--- config.mk ---
export PLATFORM = sky130hd
export DESIGN_NAME = instr_fetch
export DESIGN_NICKNAME = d
export VERILOG_FILES = /design/src/rtl/instr_fetch_pkg.sv /design/src/rtl/instr_fetch.sv
export SDC_FILE = /design/constraint.sdc
export NUM_CORES = 1
export LEC_CHECK = 0
export CORE_MARGIN = 1.5
export CORE_UTILIZATION = 40
export DETAILED_ROUTE_END_ITERATION = 10
export PLACE_DENSITY_LB_ADDON = 0.05
export SETUP_SLACK_MARGIN = 0.4
export SLEW_MARGIN = 20
export SYNTH_ARGS = -nofsm -noshare
export SYNTH_HDL_FRONTEND = slang
export SYNTH_SLANG_ARGS = --single-unit
--- constraint.sdc ---
create_clock -name i_clk -period 2.2 [get_ports i_clk]
set_input_delay 0.22 -clock i_clk [delete_from_list [all_inputs] [get_ports i_clk]]
set_output_delay 0.22 -clock i_clk [all_outputs]
set_load 0.005 [all_outputs]
--- src/rtl/instr_fetch_pkg.sv ---
// instr_fetch_pkg: shared types and constants for the ARK fetch stage
package instr_fetch_pkg;
  localparam int kOPCODE_W = 4;
  localparam logic [kOPCODE_W-1:0] kOP_HALT = 4'd15;
  typedef enum logic [2:0] {IDLE, REQ, WAIT, HOLD, HALTED} fetch_state_t;
endpackage

--- src/rtl/instr_fetch.sv ---
// instr_fetch: ARK fetch stage, owns the PC and keeps at most one imem request in flight
// Ports: i_clk/i_rst_n (async active-low reset), i_start/i_start_pc launch fetching,
//   o_imem_req/o_imem_addr + i_imem_rvalid/i_imem_rdata talk to instruction memory,
//   o_instr/o_opcode/o_pc/o_instr_valid + i_instr_ready hand instructions to Control,
//   i_halt stops fetching on handshake, i_redirect/i_redirect_pc flush and refetch,
//   o_halted flags the stopped state. With FETCH_COUNT_EN defined, o_fetch_count
//   counts accepted instructions (saturating, cleared by reset and honoured start).
module instr_fetch
  import instr_fetch_pkg::*;
#(
  parameter int PC_W    = 8,
  parameter int INSTR_W = 9
) (
  input  logic                 i_clk,
  input  logic                 i_rst_n,
  input  logic                 i_start,
  input  logic [PC_W-1:0]      i_start_pc,
  output logic                 o_imem_req,
  output logic [PC_W-1:0]      o_imem_addr,
  input  logic                 i_imem_rvalid,
  input  logic [INSTR_W-1:0]   i_imem_rdata,
  output logic [INSTR_W-1:0]   o_instr,
  output logic [kOPCODE_W-1:0] o_opcode,
  output logic [PC_W-1:0]      o_pc,
  output logic                 o_instr_valid,
  input  logic                 i_instr_ready,
  input  logic                 i_halt,
  input  logic                 i_redirect,
  input  logic [PC_W-1:0]      i_redirect_pc,
`ifdef FETCH_COUNT_EN
  output logic [15:0]          o_fetch_count,
`endif
  output logic                 o_halted
);
  fetch_state_t       r_state, w_state;
  logic [PC_W-1:0]    r_pc, w_pc;
  logic [INSTR_W-1:0] r_instr, w_instr;
  logic               r_drop, w_drop;
  logic               w_hs, w_start_ok, w_redir;
  assign w_hs       = (r_state == HOLD) && i_instr_ready;
  assign w_start_ok = i_start && (r_state == IDLE || r_state == HALTED);
  assign w_redir    = i_redirect && (r_state == REQ || r_state == WAIT || r_state == HOLD);
  always_ff @(posedge i_clk or negedge i_rst_n) begin
    if (!i_rst_n) begin
      r_state <= IDLE;
      r_pc    <= '0;
      r_instr <= '0;
      r_drop  <= 1'b0;
    end else begin
      r_state <= w_state;
      r_pc    <= w_pc;
      r_instr <= w_instr;
      r_drop  <= w_drop;
    end
  end
  always_comb begin
    w_state = r_state;
    w_pc    = r_pc;
    w_instr = r_instr;
    w_drop  = r_drop;
    case (r_state)
      IDLE, HALTED: if (w_start_ok) begin
        w_state = REQ;
        w_pc    = i_start_pc;
        w_drop  = 1'b0;
      end
      REQ: w_state = WAIT;
      WAIT: if (i_imem_rvalid) begin
        w_state = (r_drop || i_redirect) ? REQ : HOLD;
        w_instr = (r_drop || i_redirect) ? r_instr : i_imem_rdata;
        w_drop  = 1'b0;
      end
      HOLD: if (w_hs) begin
        w_state = i_halt ? HALTED : REQ;
        w_pc    = i_halt ? r_pc : r_pc + 1'b1;
      end
      default: w_state = IDLE;
    endcase
    // A redirect overrides halt and handshake; if the in-flight response has
    // not arrived yet, wait for it and throw it away before refetching.
    if (w_redir) begin
      w_pc    = i_redirect_pc;
      w_state = (r_state == HOLD || (r_state == WAIT && i_imem_rvalid)) ? REQ : WAIT;
      w_drop  = (w_state == WAIT);
    end
  end
  assign o_imem_req    = (r_state == REQ);
  assign o_imem_addr   = r_pc;
  assign o_instr       = r_instr;
  assign o_opcode      = r_instr[INSTR_W-1 -: kOPCODE_W];
  assign o_pc          = r_pc;
  assign o_instr_valid = (r_state == HOLD);
  assign o_halted      = (r_state == HALTED);
`ifdef FETCH_COUNT_EN
  logic [15:0] r_count;
  always_ff @(posedge i_clk or negedge i_rst_n) begin
    if (!i_rst_n) r_count <= '0;
    else if (w_start_ok) r_count <= '0;
    else if (w_hs && !w_redir && r_count != 16'hFFFF) r_count <= r_count + 1'b1;
  end
  assign o_fetch_count = r_count;
`endif
endmodule
Word-level counts from Yosys, hierarchy flattened. Index checks and enable logic that the tools add are counted.

Multiplexer cells: 17. Eq/ne operators: 9. Magnitude comparators: 0. Shift operators: 0. Divide/modulo/power cells: 0. Multiply operators: 0. Reduce and logical (&&, ||, !) cells: 17. Bitwise logic cells: 1. Add/subtract/negate cells: 1.

Operators with widths (count): 2-to-1 mux 8 bit (4); case mux 8 bit (2 select lines) (1); 2-to-1 mux 3 bit (5); case mux 3 bit (4 select lines) (1); AND reduction 3 bit (3); adder 8 x 1 -> 8 bit (second input constant) (1); == test 3 x 2 -> 1 bit (second input constant) (2); != test 3 bit (second input constant) (2); nonzero test 3 bit (2); logical OR 1 bit (5); logical AND 1 bit (4); 2-to-1 mux 2 bit (2); AND reduction 4 bit (1); == test 3 x 1 -> 1 bit (second input constant) (1); == test 3 bit (second input constant) (1); logical NOT 3 bit (1); 2-to-1 mux 1 bit (3); != test 3 x 1 -> 1 bit (second input constant) (1); != test 3 x 2 -> 1 bit (second input constant) (1); == test 2 bit (second input constant) (1); case mux 1 bit (2 select lines) (1); OR reduction 2 bit (1); NOT 1 bit (1).

Input port bits: 32. Memory bits (read-only): 0. Memory bits (writable): 0. Memories kept: 0. Flip-flop bits (word level): 21. Bits in latches: 0.

Depth between registers and ports, before layout.
Word-level depth: 6. Depth in mapped cells: 8. Depth with buffers taken out: 7.

Worst setup path before layout. Ideal clock, no wire load.

Path type: flip-flop to flip-flop. From: reg r_state[2]. To: reg r_pc[5], in the netlist o_imem_addr[5]. Clock period less this slack: 1.502 ns. Setup slack: 0.698 ns. Arrival time: 1.381 ns. Path buffers: 1. Stages on the path, launching flop included: 7. Cell sequence: dfrtp_1 -> buf_2 -> nor2b_1 -> nor2b_2 -> mux2i_1 -> o21ai_0 -> a22o_1.

Word-level cells in the longest chain between the ends: 6.

Ends and longest elaborated chain: start: declaration (line instr_fetch.sv:35) `fetch_state_t r_state, w_state;`; start signal: assignment (line instr_fetch.sv:50) `r_state <= w_state;`; == test 3 x 1 -> 1 bit or == test 3 x 2 -> 1 bit (tied branches) (line instr_fetch.sv:42) `assign w_redir = i_redirect && (r_state == REQ || r_state == WAIT || r_state == HOLD);`; logical OR 1 bit (2 in a row) (line instr_fetch.sv:42); logical AND 1 bit (line instr_fetch.sv:42); != test 3 x 2 -> 1 bit (no source line), or another cell as far along; AND reduction 4 bit (no source line); end signal: assignment (line instr_fetch.sv:51) `r_pc <= w_pc;`; end: declaration (line instr_fetch.sv:36) `logic [PC_W-1:0] r_pc, w_pc;`.

Several ways; a longest one is shown, not always the timed one. A chain may end at the register's enable or synchronous reset.

Final worst setup path.
From: reg r_state[2]. To: out o_halted.

Word-level cells in the longest chain between the ends: 1.

Ends and longest elaborated chain: == test 3 bit (line instr_fetch.sv:93) `assign o_halted = (r_state == HALTED);`; end: declaration (line instr_fetch.sv:33) `output logic o_halted`.

Every way passes these cells.

==> metrics.md <==
| Metric | Value |
|---|---|
| Row cnt | 20 |
| Vias in the first global route | 1,246 |
| Post-Syn Instances | ~150 |
| RSZ-0062 raised after global routing | true |
| CP cell instances | buf_4 > and2_1 > clkdlybuf4s50_1 |
| CTS tree | built |
| Placed cell count | 240 |
| Routed met1 length | ~1400 um |
| Final hold vios | 0 |
| Via count | 1,311 |
| Ant diodes | 0 |
| Fmax achieved | 0.5788 GHz |
| R2R depth | 5 |
| Count leader, synth | nor2_1 |
| Share of cells above drive strength 1 | 19.81% |
| Ys async rst share | 100.0% |
| Worst Skew | 0.007474 ns |
| Final nets | 246 |
| CTS Sinks | 21 |
| #FFs+latches synth | 21 |
| WS Path Type | reg -> out |
| Htree depth | 1 |
| Max-slew headroom | 62.86% |
| Area contributors post-synth | dfrtp_1 (39%), mux2_2 (8.4%), buf_4 (6.8%) |
| Reg2reg setup slack | 0.50 ns |
| Biggest area consumer among synthesized cells | dfrtp_1 |
| Initial DRC count | 82 |
| Worst r2r dst | o_imem_addr[5]$_DFFE_PN0P_ |
| Arrival @ worst endpoint | 1.51 ns |
| Remaining DRCs | 0 |
| Status | finished, final reports clean |
| Highest metal used | met4 |
| Die Y | just over 60 um |
| Min setup slack post-route | 0.4723 ns |
| Final antenna-violating net count | 0 |
| Hold WC Path Type | in -> async |
| Yosys cell types | 39 |
| Detail Placement HPWL | 2502 um |
| # IOs | between 60 and 70 |
| Slowest CP cell | clkdlybuf4s50_1 |
| Critical path fanouts, max | 11 |
| Mapped Area | 1334 sq um |
| Number of max-cap violations | 0 |
| # fillers | 282 |
| Crit path time final | 1.728 ns |
| Final Cell Area | 2085 sq um |
| Met3 wire len | 285 um |
| Peak VDD IR | 0.0005831 V |
| Antenna violations before repair | 0 |
| Reg-to-Reg Start | r_state[1]$_DFFE_PN0P_ |
| Length of routed met2 wiring | 1814 um |
| Max-slew violation count | 0 |
| Crit path max-delay family | buffers and inverters |
| First-pass GRT wire length | approximately 5500 um |
| CP Capture Type | output port |
| Crit path buffers/inverters | 2 |
| Tcrit/Tclk final | 78.53% |
| Yosys warns | 0 |
| Vias/cell | 5.121 |
| Startpoint Class | flip-flop |
| Final setup vio count | 0 |
| Leak | 0.9080 nW |
| Slowest cell delay on critical path | 0.49 ns |
| Post-synth EDFFs | 0 |
| PwrDens | 1278 nW/um^2 |
| Util after Layout | 67.18% |
| Syn_nets | 179 |
| Post-synth top cells | nor2_1 (24), dfrtp_1 (21), a21oi_1 (14) |
| Post-DP Area | 1931 sq um |
| Sequential area share after synthesis | 39.40% |
| Clock root buffer master | clkbuf_4 |
| Tot Pwr | 2.664 mW |
| Hold_buf cts | 0 |
| Largest net degree at the start of global routing | 22 |
| Post-place setup slack | 0.2594 ns |
| Overflow after GRT | 0 |
| Area share of the leading cell type in the synthesized netlist | about two fifths |
| Overall Global Routing Usage | 20.09% |
| Routed WL | about 3500 um |
| Worst skew pair latency | 0.31 ns |
| Core area | between 3000 and 4000 sq um |
| WL/cell | 13.86 um |
| Die area | 3690 sq um |
| Worst-path clk slew | 0.13 ns |
| Syn avg cell area | 9.135 sq um |
| Clock Tree Buf Depth | 2 |
| Drt pass-1 iters | 4 |
| WP data required | approximately 2 ns |
| TritonCTS Buffers | 3 |
| Initial Util | 42.98% |
| Die width | between 60 and 70 um |
| Syn-to-layout area delta | 56.29% |
| Worst-margin pin slew | 0.5529 ns |
| Most used DFF post-synth | dfrtp_1 |
| Routability congestion estimate | 0.8068 |
| FF/Latch Area | roughly 530 sq um |
| Multi-input logic area | 696.9 sq um |
| TNS Setup | 0 ns |
| Non-Filler Instances | between 200 and 300 |
| IO Port Bufs | 63 |
| Hold Slack | 0.2452 ns |
-- what timing repair did --
item | CTS | global route
hold endpoints to repair | 0 | 0
pin swaps | 1 | 1
gates resized for setup | 5 | 6
setup endpoints to repair | 3 | 18
buffers inserted | 10 | 2
-- report_power, final --
part           leakage (nW)  total, mW  internal [mW]  switching, mW
sequential            0.249      0.796          0.573          0.223
combinational         0.644       1.67           1.02          0.658
clock                0.0150      0.193         0.0707          0.123
-- flip-flops by register name, summed over array words and instances, names as in the netlist --
name         flops
r_drop           1
r_state          3
o_imem_addr      8
o_instr          9
-- worst max-delay path by stage --
stage | startpoint | end | slack, ns | cells past startpoint
final | r_state[2]$_DFFE_PN0P_ | o_halted | 0.47 | 3
after floorplan | r_state[2]$_DFFE_PN0P_ | o_imem_addr[5]$_DFFE_PN0P_ | 0.70 | 6
after global routing | r_state[1]$_DFFE_PN0P_ | o_imem_addr[5]$_DFFE_PN0P_ | 0.40 | 5
after CTS | r_state[2]$_DFFE_PN0P_ | o_instr_valid | 0.34 | 4
after detailed placement | i_redirect | o_imem_addr[5]$_DFFE_PN0P_ | 0.26 | 6
after global placement | i_redirect | o_imem_addr[5]$_DFFE_PN0P_ | 0.31 | 6
-- cells in the final DEF, fill, tap and decap left out, drive strengths merged, types with 2 or more instances in the layout --
cell type / synthesis / routed
mux2i: 3 / 3
inv: 4 / 4
buf: 18 / 17
a211oi: 3 / 3
a21oi: 14 / 14
clkbuf: 0 / 4
o21ai: 8 / 8
nand2: 8 / 8
dfrtp: 21 / 21
nor2: 25 / 25
clkdlybuf4s50: 0 / 61
nand3: 4 / 4
xor2: 4 / 4
a31oi: 2 / 2
nor3: 3 / 3
nor2b: 2 / 2
a21o: 2 / 2
mux2: 10 / 10
-- worst reg2reg max path: cells and delay by family (launching register included) --
family	cells	cell delay [ns]
flip-flops	1	0.47
AO/OA/AOI/OAI	1	0.20
AND/OR/NAND/NOR	2	0.60
buffers and inverters	2	0.36
-- cell type report --
class / instances / area share (%)
multi-input cells: 103 / 33.43
clock buffers: 4 / 1.261
repair buffers: 80 / 36.43
inverters: 4 / 0.8403
well taps: 44 / 2.641
flip-flops and latches: 21 / 25.39
-- logic make-up after synthesis --
kind of cell             after synthesis  synth area share, %
adder cells (fa/ha/maj)                1               0.9379
AND/OR/NAND/NOR                       50                19.61
AO/OA/AOI/OAI                         34                15.29
multiplexers                          13                10.69
XOR/XNOR                               5                3.283
flip-flops                            21                39.40
buffers and inverters                 22                10.79
-- per-layer routing --
layer / up-vias / track usage, %
li1: 629 / -
met1: 620 / 25.17
met2: 58 / 34.41
met3: 4 / 4.051
met4: 0 / 7.143
met5: - / 0
Note: power is estimated with default switching activity, not from simulation.
